`src/rtl/imem_loader_if.sv`:
```
// ============================================================================
// Module   : imem_loader_if
// Brief    : Control, byte-stream and memory-write bundle between a boot/debug
//            host and the instruction-memory loader.
// Revision : 1.0 - initial release
// ============================================================================
`default_nettype none

interface imem_loader_if #(
  parameter int ADDR_W = 10
);
  // load request
  logic              start;
  logic [ADDR_W-1:0] base_word;
  logic [ADDR_W:0]   num_words;

  // little-endian byte stream
  logic              s_valid;
  logic [7:0]        s_data;
  logic              s_ready;

  // instruction memory write port
  logic              mem_we;
  logic [ADDR_W-1:0] mem_waddr;
  logic [31:0]       mem_wdata;

  // status
  logic              busy;
  logic              core_hold;
  logic              done;

  // Host / stream source side
  modport master (
    output start, base_word, num_words, s_valid, s_data,
    input  s_ready, mem_we, mem_waddr, mem_wdata, busy, core_hold, done
  );

  // Loader side
  modport slave (
    input  start, base_word, num_words, s_valid, s_data,
    output s_ready, mem_we, mem_waddr, mem_wdata, busy, core_hold, done
  );
endinterface

`default_nettype wire

```
`src/rtl/imem_loader.sv`:
```
// ============================================================================
// Module   : imem_loader
// Brief    : Packs a little-endian byte stream into 32-bit words and writes
//            them into the instruction memory from a programmable word index,
//            holding the core in reset while the program is loaded.
// Revision : 1.0 - initial release
// ============================================================================
`default_nettype none

module imem_loader #(
  parameter int ADDR_W = 10
) (
  input  logic         clk,
  input  logic         rst,
  imem_loader_if.slave bus
);

  typedef enum logic [1:0] {
    IDLE  = 2'd0,
    LOAD  = 2'd1,
    WRITE = 2'd2,
    DONE  = 2'd3
  } state_t;

  // words_left value meaning "the word being written now is the final one"
  localparam logic [ADDR_W:0] LAST_WORD = (ADDR_W+1)'(1);

  state_t            state;
  logic [1:0]        byte_idx;
  logic [31:0]       word;
  logic [ADDR_W-1:0] addr;
  logic [ADDR_W:0]   words_left;

  // registered copies of every output
  logic              s_ready_q;
  logic              mem_we_q;
  logic [ADDR_W-1:0] mem_waddr_q;
  logic [31:0]       mem_wdata_q;
  logic              busy_q;
  logic              core_hold_q;
  logic              done_q;

  logic              handshake;

  assign handshake = bus.s_valid && s_ready_q;

  // Load sequencer: all state and outputs are registered here, so each
  // output already reflects the state it belongs to.
  always_ff @(posedge clk) begin
    if (rst) begin
      state       <= IDLE;
      byte_idx    <= 2'd0;
      word        <= '0;
      addr        <= '0;
      words_left  <= '0;
      s_ready_q   <= 1'b0;
      mem_we_q    <= 1'b0;
      mem_waddr_q <= '0;
      mem_wdata_q <= '0;
      busy_q      <= 1'b0;
      core_hold_q <= 1'b0;
      done_q      <= 1'b0;
    end else begin
      case (state)
        IDLE: begin
          if (bus.start) begin
            addr        <= bus.base_word;
            words_left  <= bus.num_words;
            byte_idx    <= 2'd0;
            core_hold_q <= 1'b1;
            if (bus.num_words == '0) begin
              // empty load: nothing to stream, just report completion
              state  <= DONE;
              done_q <= 1'b1;
            end else begin
              state     <= LOAD;
              s_ready_q <= 1'b1;
              busy_q    <= 1'b1;
            end
          end
        end

        LOAD: begin
          if (handshake) begin
            word[{byte_idx, 3'b000} +: 8] <= bus.s_data;
            if (byte_idx == 2'd3) begin
              // the fourth byte bypasses the word register straight into
              // the write data so the write lands one cycle after it
              byte_idx    <= 2'd0;
              state       <= WRITE;
              s_ready_q   <= 1'b0;
              mem_we_q    <= 1'b1;
              mem_waddr_q <= addr;
              mem_wdata_q <= {bus.s_data, word[23:0]};
            end else begin
              byte_idx <= byte_idx + 2'd1;
            end
          end
        end

        WRITE: begin
          mem_we_q    <= 1'b0;
          mem_waddr_q <= '0;
          mem_wdata_q <= '0;
          // address wraps naturally at the memory depth
          addr        <= addr + 1'b1;
          words_left  <= words_left - 1'b1;
          if (words_left == LAST_WORD) begin
            state  <= DONE;
            busy_q <= 1'b0;
            done_q <= 1'b1;
          end else begin
            state     <= LOAD;
            s_ready_q <= 1'b1;
          end
        end

        DONE: begin
          // start is deliberately not looked at here
          done_q      <= 1'b0;
          core_hold_q <= 1'b0;
          state       <= IDLE;
        end

        default: begin
          state <= IDLE;
        end
      endcase
    end
  end

  assign bus.s_ready   = s_ready_q;
  // a reset arriving in the write cycle must not commit the word
  assign bus.mem_we    = mem_we_q & ~rst;
  assign bus.mem_waddr = mem_waddr_q;
  assign bus.mem_wdata = mem_wdata_q;
  assign bus.busy      = busy_q;
  assign bus.core_hold = core_hold_q;
  assign bus.done      = done_q;

  // Structural invariants of the sequencer outputs.
  a_no_ready_in_write : assert property (@(posedge clk) disable iff (rst)
    mem_we_q |-> !s_ready_q);
  a_done_not_busy     : assert property (@(posedge clk) disable iff (rst)
    done_q |-> (!busy_q && core_hold_q));
  a_busy_holds_core   : assert property (@(posedge clk) disable iff (rst)
    busy_q |-> core_hold_q);

endmodule

`default_nettype wire
```
`src/flat_wrapper.sv`:
```
// flat-port wrapper written by rule: the top's interface ports become plain ports
module imem_loader_flat 
#(
  parameter int ADDR_W = 10
)
  (clk, rst, bus_start, bus_base_word, bus_num_words, bus_s_valid, bus_s_data, bus_s_ready, bus_mem_we, bus_mem_waddr, bus_mem_wdata, bus_busy, bus_core_hold, bus_done);
  imem_loader_if #(.ADDR_W(ADDR_W)) bus_i ();
  input  logic clk;
  input  logic rst;
  input wire logic [$bits(bus_i.start)-1:0] bus_start;
  input wire logic [$bits(bus_i.base_word)-1:0] bus_base_word;
  input wire logic [$bits(bus_i.num_words)-1:0] bus_num_words;
  input wire logic [$bits(bus_i.s_valid)-1:0] bus_s_valid;
  input wire logic [$bits(bus_i.s_data)-1:0] bus_s_data;
  output wire logic [$bits(bus_i.s_ready)-1:0] bus_s_ready;
  output wire logic [$bits(bus_i.mem_we)-1:0] bus_mem_we;
  output wire logic [$bits(bus_i.mem_waddr)-1:0] bus_mem_waddr;
  output wire logic [$bits(bus_i.mem_wdata)-1:0] bus_mem_wdata;
  output wire logic [$bits(bus_i.busy)-1:0] bus_busy;
  output wire logic [$bits(bus_i.core_hold)-1:0] bus_core_hold;
  output wire logic [$bits(bus_i.done)-1:0] bus_done;
  assign bus_i.start = bus_start;
  assign bus_i.base_word = bus_base_word;
  assign bus_i.num_words = bus_num_words;
  assign bus_i.s_valid = bus_s_valid;
  assign bus_i.s_data = bus_s_data;
  assign bus_s_ready = bus_i.s_ready;
  assign bus_mem_we = bus_i.mem_we;
  assign bus_mem_waddr = bus_i.mem_waddr;
  assign bus_mem_wdata = bus_i.mem_wdata;
  assign bus_busy = bus_i.busy;
  assign bus_core_hold = bus_i.core_hold;
  assign bus_done = bus_i.done;
  imem_loader #(.ADDR_W(ADDR_W)) u_core (.clk(clk), .rst(rst), .bus(bus_i));
endmodule
```
`config.mk`:
```
export PLATFORM = sky130hd
export DESIGN_NAME = imem_loader_flat
export DESIGN_NICKNAME = d
export VERILOG_FILES = /design/src/rtl/imem_loader_if.sv /design/src/rtl/imem_loader.sv /design/src/flat_wrapper.sv
export SDC_FILE = /design/constraint.sdc
export NUM_CORES = 1
export LEC_CHECK = 0
export ABC_CLOCK_PERIOD_IN_PS = 2000
export CORE_MARGIN = 2
export CORE_UTILIZATION = 30
export CTS_CLUSTER_SIZE = 8
export DETAILED_ROUTE_END_ITERATION = 8
export SLEW_MARGIN = 20
export SYNTH_ARGS = -nofsm -noshare
export SYNTH_HDL_FRONTEND = slang
export SYNTH_SLANG_ARGS = --single-unit
```
`constraint.sdc`:
```
create_clock -name clk -period 2 [get_ports clk]
set_input_delay 0.3 -clock clk [delete_from_list [all_inputs] [get_ports clk]]
set_output_delay 0.3 -clock clk [all_outputs]
set_load 0.01 [all_outputs]
```
Word-level counts from Yosys, hierarchy flattened --
Index checks and enable logic that the tools add are counted.
Cells by class: equality and inequality tests 12, bitwise logic cells 2, add/subtract/negate cells 4, muxes and demuxes 38, reduce and logical (&&, ||, !) cells 18, shift-type cells 2
Operators with widths (number):
- 2-to-1 mux 32 bit | 2
- one-hot mux 32 bit (2 select lines) | 1
- one-hot mux 10 bit (2 select lines) | 2
- bitwise mux 32 bit | 1
- variable shift 8 x 7 -> 32 bit (first input constant) | 1
- variable part select 8 x 7 -> 32 bit | 1
- 2-to-1 mux 10 bit | 3
- one-hot mux 11 bit (2 select lines) | 1
- 2-to-1 mux 2 bit | 8
- 2-to-1 mux 1 bit | 12
- equality test 11 x 1 -> 1 bit (second input constant) | 1
- logical NOT 11 bit | 1
- 2-to-1 mux 11 bit | 1
- subtractor 11 x 1 -> 11 bit (second input constant) | 1
- adder 10 x 1 -> 10 bit (second input constant) | 1
- AND reduction 3 bit | 3
- != test 2 x 1 -> 1 bit (second input constant) | 4
- one-hot mux 2 bit (4 select lines) | 1
- AND reduction 4 bit | 2
- nonzero test 2 bit | 4
- negation 5 -> 7 bit | 1
- equality test 2 bit (second input constant) | 3
- != test 2 bit (second input constant) | 3
- one-hot mux 1 bit (2 select lines) | 3
- 11 further kinds | 15
Storage, ports and cells: logic and storage cells 88, input bits 33, flip-flop bits (word level) 104

Longest topological paths before layout --
Gate-level depths: netlist (run 1).
depth in word-level cells 4, gate-level depth with buffers 7, depth with buffers taken out 6

Worst setup path before layout (run 1) --
No wires, ideal clock.
kind flip-flop to flip-flop, from register u_core.words_left[5], to register u_core.words_left[10], path buffers 0, stages on the path, launching flop included 5, arrival 1.611 ns, library setup time 0.137 ns, slack 0.251 ns, period minus slack after synthesis 1.749 ns, path through dfxtp_1 -> or4_4 -> or3_4 -> o32ai_2 -> a211oi_1
Between the ends: word-level cells in the longest chain between the ends 2
Ends and longest elaborated chain:
- start, declared | line imem_loader.sv:32 | logic [ADDR_W:0] words_left;
- start signal, assigned | line imem_loader.sv:68 | words_left <= bus.num_words;
- start signal, assigned | line imem_loader.sv:107 | words_left <= words_left - 1'b1;
- subtractor 11 x 1 -> 11 bit | line imem_loader.sv:107
- one-hot mux 11 bit (2 select lines) | line imem_loader.sv:64 | case (state)
No other way between the ends. A chain may end at the register's enable or synchronous reset.

Worst setup path in the final report (run 1) --
from register u_core.words_left[0], to register u_core.words_left[6]
The elaborated chain is that of the path after synthesis.

==> summary.md, run 1 <==
| Metric | Value |
|---|---|
| Std-Cell Core Area | `0.01272 mm²` |
| Main combinational cell family by area after synthesis | `compound AO/OA/AOI/OAI gates` |
| Beginning of the worst register-to-register path | `u_core.words_left[0]$_SDFFE_PP0P_` |
| Pins over their slew limit | `0` |
| Clock tree sinks | `between 90 and 100` |
| Clock latency on the worst-skew pair | `0.34 ns` |
| Fin crit share | `91.84%` |
| Leading post-synthesis cells by cell area | `dfxtp_1 (49%), a22o_1 (8.7%), a21oi_1 (6.0%)` |
| H-tree levels | `3` |
| Worst setup path endpoint | `u_core.words_left[6]$_SDFFE_PP0P_` |
| Total of buffers placed on input and output ports | `79` |
| Worst-path clk slew | `0.07 ns` |
| Overall Global Routing Usage | `between 10% and 20%` |
| Synthesized area per cell | `a little over 9 µm²` |
| Kind of end point of the critical path | `flop` |
| Worst slew pin tran | `0.5497 ns` |
| Pin count of the biggest net entering global routing | `51` |
| Setup total negative slack | `0 ns` |
| Clock tree from TritonCTS | `yes` |
| Post-route total power | `4.267 mW` |
| Run status | `finished clean` |
| Cell taking the most area after synthesis | `dfxtp_1` |
| Worst Hold Path Cells | `3` |
| Number of optimization iterations in the first detailed-route pass | `4` |
| Number of standard-cell rows in the floorplan | `~40` |
| Hold violation count in the final report | `0` |
| Half-perimeter wire length after detailed placement | `7620 µm` |
| Count of boundary I/O pins | `80` |
| Die boundary width | `approximately 120 µm` |
| Area fraction in compound gates after synthesis | `24.80%` |
| Clk root buf | `clkbuf_16` |
| Cell count after synthesis | `427` |
| Wire length per cell after detailed routing | `between 15 and 20 µm` |
| Req. time, crit path | `2.25 ns` |
| Violation count after the first detailed-routing iteration | `309` |
| Number of synthesized register bits | `96` |
| Vertical die dimension | `118.5 µm` |
| Setup repair bufs after CTS | `0` |
| Final period demand of the worst path | `about 1.8 ns` |
| Worst-path fanout max | `6` |
| Total leakage power | `1.888 nW` |
| Detailed-route via count | `3578` |
| Final estimated routing congestion in global placement | `between 0.8 and 0.9` |
| Overall overflow remaining after global route | `0` |
| Predominant post-synthesis flop cell | `dfxtp_1` |
| Area added between synthesis and finish | `36.22%` |
| Leading cell type in the layout, fill and taps excluded | `dfxtp_1` |
| Detailed-route wire length | `between 10000 and 15000 µm` |
| Number of antenna cells inserted | `0` |
| Filler cells | `1297` |
| Launching element type of the critical path | `flop` |
| Layout cells sized above 1 | `about a tenth` |
| Logic depth of the worst register-to-register path | `6` |
| Hold_buf cts | `0` |
| Number of violations of the max-capacitance limit | `0` |
| Class of the most critical hold timing path | `input port to flop` |
| Initial antenna violation count | `0` |
| Count of final setup violators | `0` |
| Area occupied by multi-input gates | `0.001876 mm²` |
| Die Area | `0.01405 mm²` |
| Avg Vias per Cell | `5.171` |
| Post-synth EDFFs | `0` |
| Area share of and/or/nand/nor cells after synthesis | `19.17%` |
| Post-detailed-route DRC marker count | `0` |
| Clock Path Buffers | `2` |
| Share of the synthesized area in the top cell type | `48.84%` |
| Register area share after synthesis | `between 40% and 50%` |
| Warning count from the yosys run | `0` |
| Synthesized net count | `468` |
| Sequential standard cell area | `0.001922 mm²` |
| Fraction of registers with async set/reset | `0%` |
| Cell variety after synth | `53` |
| Crit Reg-Reg Endpoint | `u_core.words_left[6]$_SDFFE_PP0P_` |
| Gates resized, CTS repair | `0` |
| Clk_skew | `between 0.006 and 0.007 ns` |
| Global-route wire length before repair | `around 18000 µm` |
| Setup slack of the worst register-to-register path | `0.16 ns` |
| Remaining antenna violation count after routing | `0` |
| Proportion of synthesized area in mux cells | `less than 1%` |
| WS Path Type | `flop to flop` |
| Peak supply drop | `0.4008 mV` |
| Leading cell types in the layout, fill and taps excluded | `dfxtp_1 (96), clkdlybuf4s50_1 (78), a21oi_1 (47)` |
| Synth Area in Adders | `2.544%` |
| Highest Clock Rate | `about 0.54 GHz` |
| Critical Path Start | `u_core.words_left[0]$_SDFFE_PP0P_` |
| Final layout net count | `between 500 and 600` |
| Combined area of all synthesized cells | `just under 0.004 mm²` |
| Unrepaired setup endpoints after global routing | `no` |
| Arrival time at the worst endpoint | `2.09 ns` |
| Power per unit of standard cell area | `796.0 mW/mm²` |
| TritonCTS buffer count | `9` |
| Synth Area in XOR/XNOR | `0.6677%` |
| Slew HR | `63.35%` |
| Initial core utilization | `30.93%` |
| Via count of the first global-routing pass | `3428` |
area by class of cell:
type | instances | share of cell area [%]
timing repair buffer | 108 | 19.19
inverter | 6 | 0.4202
multi-input combinational | 294 | 34.99
sequential | 96 | 35.85
clock inverter | 5 | 1.190
tap | 172 | 4.015
clock buffer | 11 | 4.342
through the flow:
stage	instances	area, µm²	hold slack (ns)	setup slack, ns	util [%]
after global routing	692	5360	0.3417	0.04565	42.13
after detailed placement	676	5057	0.4462	0.05112	39.75
after CTS	692	5354	0.3124	0.1212	42.08
final	692	5360	0.3110	0.1633	42.13
after floorplan	427	3935	0.4322	0.2514	-
after global placement	676	5057	0.4403	0.08465	39.75
flip-flops by register name (all words and copies together), names as in the netlist:
signal and flops:
u_core.addr 10, u_core.bus.busy 1, u_core.bus.core_hold 1, u_core.bus.done 1
u_core.bus.mem_waddr 10, u_core.bus.mem_wdata 32, u_core.bus.s_ready 1, u_core.byte_idx 2
u_core.mem_we_q 1, u_core.state 2, u_core.word 24, u_core.words_left 11
critical path, stage by stage (launching register included):
cell      delay (ns)
dfxtp_1         0.36
inv_1           0.09
ha_1            0.22
or4b_1          0.54
o21ai_0         0.23
a21oi_1         0.09
a211oi_1        0.22
power breakdown:
| part | total [mW] | switching (mW) | internal (mW) | leakage [nW] |
|---|---|---|---|---|
| clock | 1.73 | 0.746 | 0.982 | 0.141 |
| combinational | 0.496 | 0.262 | 0.234 | 0.968 |
| sequential | 2.04 | 0.0727 | 1.97 | 0.779 |
| total | 4.27 | 1.08 | 3.19 | 1.89 |
cells in the mapped netlist, types with 2 or more instances:
library cell	n
o21ai_0	9
a21oi_1	47
nand4b_1	2
ha_1	8
o221ai_1	5
and3_1	5
clkbuf_1	23
buf_1	2
buf_2	6
and2_1	3
xor2_1	2
nor2_1	18
o21bai_1	2
a221oi_1	2
nand2b_1	4
nor2b_1	2
nand2_1	41
a311oi_1	3
nand3_1	38
nor3_1	6
nor3b_1	6
nor4_1	4
a211oi_1	12
nand4_1	5
inv_1	6
dfxtp_1	96
o22ai_1	3
nand3b_1	3
a22o_1	39
or3_1	2
routing by layer:
metal | GRT usage (%) | vias to the layer above | wire (µm)
met4 | 6.176 | 0 | 229
li1 | - | 1775 | -
met1 | 21.24 | 1695 | 5047
met5 | 0 | - | 0
met2 | 24.35 | 93 | 4993
met3 | 2.944 | 15 | 443
how the worst min path moves through the flow:
| stage | startpoint | endpoint | slack (ns) |
|---|---|---|---|
| 3_3_place_gp | u_core.word[22]$_SDFFE_PP0P_ | u_core.word[22]$_SDFFE_PP0P_ | 0.44 |
| 4_1_cts | rst | u_core.mem_we_q$_SDFFE_PP0P_ | 0.31 |
| 6_report | rst | u_core.mem_we_q$_SDFFE_PP0P_ | 0.31 |
| 5_1_grt | rst | u_core.mem_we_q$_SDFFE_PP0P_ | 0.34 |
| 2_1_floorplan | u_core.word[0]$_SDFFE_PP0P_ | u_core.word[0]$_SDFFE_PP0P_ | 0.43 |
| 3_5_place_dp | u_core.word[9]$_SDFFE_PP0P_ | u_core.word[9]$_SDFFE_PP0P_ | 0.45 |
kinds of logic (layout without fill, tap and decap cells):
family / Yosys count / after routing
compound gates: 136 / 136
flops: 96 / 96
mux: 1 / 1
xor+xnor: 3 / 3
simple gates: 146 / 146
fa+ha+maj: 8 / 8
buf+inv: 37 / 130
Power figures use the tool's default switching activity.
==> run 2: changes to the inputs <==
--- a/config.mk
+++ b/config.mk
@@ -10,7 +10,8 @@
 export CORE_UTILIZATION = 30
 export CTS_CLUSTER_SIZE = 8
 export DETAILED_ROUTE_END_ITERATION = 8
-export SLEW_MARGIN = 20
+export DONT_BUFFER_PORTS = 1
+export SLEW_MARGIN = 40
 export SYNTH_ARGS = -nofsm -noshare
 export SYNTH_HDL_FRONTEND = slang
 export SYNTH_SLANG_ARGS = --single-unit
==> summary.md, run 2 (synthesis gave the netlist of run 1 again) <==
| Metric | Value |
|---|---|
| Run status | `finished clean` |
| Worst slew pin tran | `0.4916 ns (-0.05812 ns)` |
| Slew HR | `67.21% (+3.9 points)` |
| Class of the most critical hold timing path | `input port to flop` |
| Arrival time at the worst endpoint | `2.08 ns (about the same)` |
| Overall Global Routing Usage | `15.08% (-0.54 points)` |
| Crit Reg-Reg Endpoint | `u_core.words_left[10]$_SDFFE_PP0P_` |
| Overall overflow remaining after global route | `0 (unchanged)` |
| Clock tree from TritonCTS | `yes` |
| Logic depth of the worst register-to-register path | `4 (-2)` |
| Clock latency on the worst-skew pair | `0.34 ns (about the same)` |
| Beginning of the worst register-to-register path | `u_core.words_left[5]$_SDFFE_PP0P_` |
| Setup repair bufs after CTS | `0 (unchanged)` |
| Vertical die dimension | `118.5 µm (unchanged)` |
| Count of final setup violators | `0 (unchanged)` |
| Setup total negative slack | `0 ns (unchanged)` |
| Die Area | `0.01405 mm² (unchanged)` |
| Total of buffers placed on input and output ports | `0 (-100%)` |
| Flip-flop count of the largest register, all copies and words added | `32 (unchanged)` |
| Post-detailed-route DRC marker count | `0 (unchanged)` |
| Hold violation count in the final report | `0 (unchanged)` |
| Pin count of the biggest net entering global routing | `53 (+3.9%)` |
| Detailed-route wire length | `10520 µm (-1.8%)` |
| Kind of end point of the critical path | `flop` |
| Layout cells sized above 1 | `9.767% (-0.040 points)` |
| Unrepaired setup endpoints after global routing | `no` |
| Leading cell types in the layout, fill and taps excluded | `dfxtp_1 (96), a21oi_1 (47), nand2_1 (41)` |
| Final layout net count | `466 (-16%)` |
| Total leakage power | `1.553 nW (-18%)` |
| Post-route total power | `4.160 mW (-2.5%)` |
| Hold_sp | `rst` |
| Clk_skew | `0.007272 ns (+0.0006692 ns)` |
| Worst-path clk slew | `0.07 ns (about the same)` |
| Initial antenna violation count | `0 (unchanged)` |
| Post-route worst hold slack | `0.03230 ns (-0.2787 ns)` |
| TritonCTS buffer count | `9 (unchanged)` |
| Final period demand of the worst path | `1.851 ns (+0.01436 ns)` |
| Clock tree sinks | `96 (unchanged)` |
| Highest Clock Rate | `0.5402 GHz (-0.78%)` |
| Number of optimization iterations in the first detailed-route pass | `4 (unchanged)` |
| Number of violations of the max-capacitance limit | `0 (unchanged)` |
| Worst-path fanout max | `7 (+1)` |
| Via count of the first global-routing pass | `3052 (-11%)` |
| WS Path Type | `flop to flop` |
| Number of antenna cells inserted | `0 (unchanged)` |
| Leading cell type in the layout, fill and taps excluded | `dfxtp_1` |
| End-of-flow core utilization | `35.42% (-6.7 points)` |
| Half-perimeter wire length after detailed placement | `7297 µm (-4.2%)` |
| Avg Vias per Cell | `5.347 (+3.4%)` |
| Worst Hold Path Cells | `1 (-2)` |
| Fin crit share | `92.56% (+0.72 points)` |
| Count of boundary I/O pins | `80 (unchanged)` |
| Detailed-route via count | `3219 (-10%)` |
| Die boundary width | `118.5 µm (unchanged)` |
| Pre-CTS WS | `0.1217 ns (+0.07059 ns)` |
| Hold Path Sink | `u_core.words_left[4]$_SDFFE_PP0P_` |
| Area added between synthesis and finish | `14.50%` |
| Std-Cell Core Area | `0.01272 mm² (unchanged)` |
| Final estimated routing congestion in global placement | `0.8572 (-2.2%)` |
| Initial core utilization | `30.93% (unchanged)` |
| Peak supply drop | `0.3752 mV (-6.4%)` |
| Number of standard-cell rows in the floorplan | `41 (unchanged)` |
| H-tree levels | `3 (unchanged)` |
| Pins over their slew limit | `0 (unchanged)` |
| Remaining antenna violation count after routing | `0 (unchanged)` |
| Launching element type of the critical path | `flop` |
| Setup slack of the worst register-to-register path | `0.15 ns (about the same)` |
| Critical path, cell by cell | `or4_4 -> or3_4 -> o32ai_2 -> a211oi_1` |
| Power per unit of standard cell area | `923.4 mW/mm² (+16%)` |
| Clk root buf | `clkbuf_16` |
| Global-route wire length before repair | `16880 µm (-5.0%)` |
| Hold_buf cts | `0 (unchanged)` |
| Wire length per cell after detailed routing | `17.48 µm (+13%)` |
| Req. time, crit path | `2.23 ns (-0.02 ns)` |
| Clock Path Buffers | `2 (unchanged)` |
| Largest stage delay on the critical path | `0.59 ns (+0.05 ns)` |
| Violation count after the first detailed-routing iteration | `232 (-25%)` |
| Critical-path cell with the highest stage delay | `or4_4` |
| Worst Slack Setup Final | `0.1489 ns (-0.01436 ns)` |
==> run 2: timing repair <==
action / in CTS / in global routing
setup endpoints to repair: 0 / 1
hold endpoints to repair: 0 / 0
gates resized for setup: 0 / 1
==> run 2: area by class of cell <==
cell class                 count  area, µm²
clock inverter                 6      67.56
multi-input combinational    294       1879
sequential                    96       1922
fill                        1343       8217
timing repair buffer          18      160.2
tap                          172      215.2
inverter                       6      22.52
clock buffer                  10      239.0
==> run 2: worst max-delay path, delay by kind of cell (launching register included) <==
family	cells	cell delay, ns
AOI/OAI and AO/OA	2	0.36
and+or+nand+nor	2	1.00
DFF	1	0.38
==> run 2: per-layer routing <==
layer | part of all wire [%] | track usage (%)
met1 | 43 | 19.27
met2 | 47 | 23.13
met3 | 8.7 | 5.840
met4 | 1.3 | 5.208
met5 | 0 | 0
==> run 2: report_power, final <==
| part | internal [mW] | leakage, nW | switching [mW] | total [mW] |
|---|---|---|---|---|
| clock | 1.01 | 0.145 | 0.744 | 1.75 |
| sequential | 1.97 | 0.779 | 0.0836 | 2.05 |
| combinational | 0.153 | 0.629 | 0.202 | 0.355 |
| total | 3.13 | 1.55 | 1.03 | 4.16 |
==> run 2: how the worst max path moves through the flow <==
| stage | slack, ns | cells after the start | startpoint | to |
|---|---|---|---|---|
| after floorplan | 0.25 | 4 | u_core.words_left[5]$_SDFFE_PP0P_ | u_core.words_left[10]$_SDFFE_PP0P_ |
| after global placement | 0.21 | 4 | u_core.words_left[5]$_SDFFE_PP0P_ | u_core.bus.busy$_SDFFE_PP0P_ |
| after detailed placement | 0.12 | 6 | u_core.words_left[0]$_SDFFE_PP0P_ | u_core.words_left[8]$_SDFFE_PP0P_ |
| after CTS | 0.10 | 6 | u_core.words_left[0]$_SDFFE_PP0P_ | u_core.words_left[8]$_SDFFE_PP0P_ |
| after global routing | 0.04 | 6 | u_core.words_left[0]$_SDFFE_PP0P_ | u_core.words_left[8]$_SDFFE_PP0P_ |
| final | 0.15 | 4 | u_core.words_left[5]$_SDFFE_PP0P_ | u_core.words_left[10]$_SDFFE_PP0P_ |
==> run 2: through the flow <==
step / cell area [µm²] / std cells
floorplan: 3935 / 427
global placement: 4189 / 586
detailed placement: 4189 / 586
CTS: 4496 / 602
global route: 4506 / 602
finish: 4506 / 602
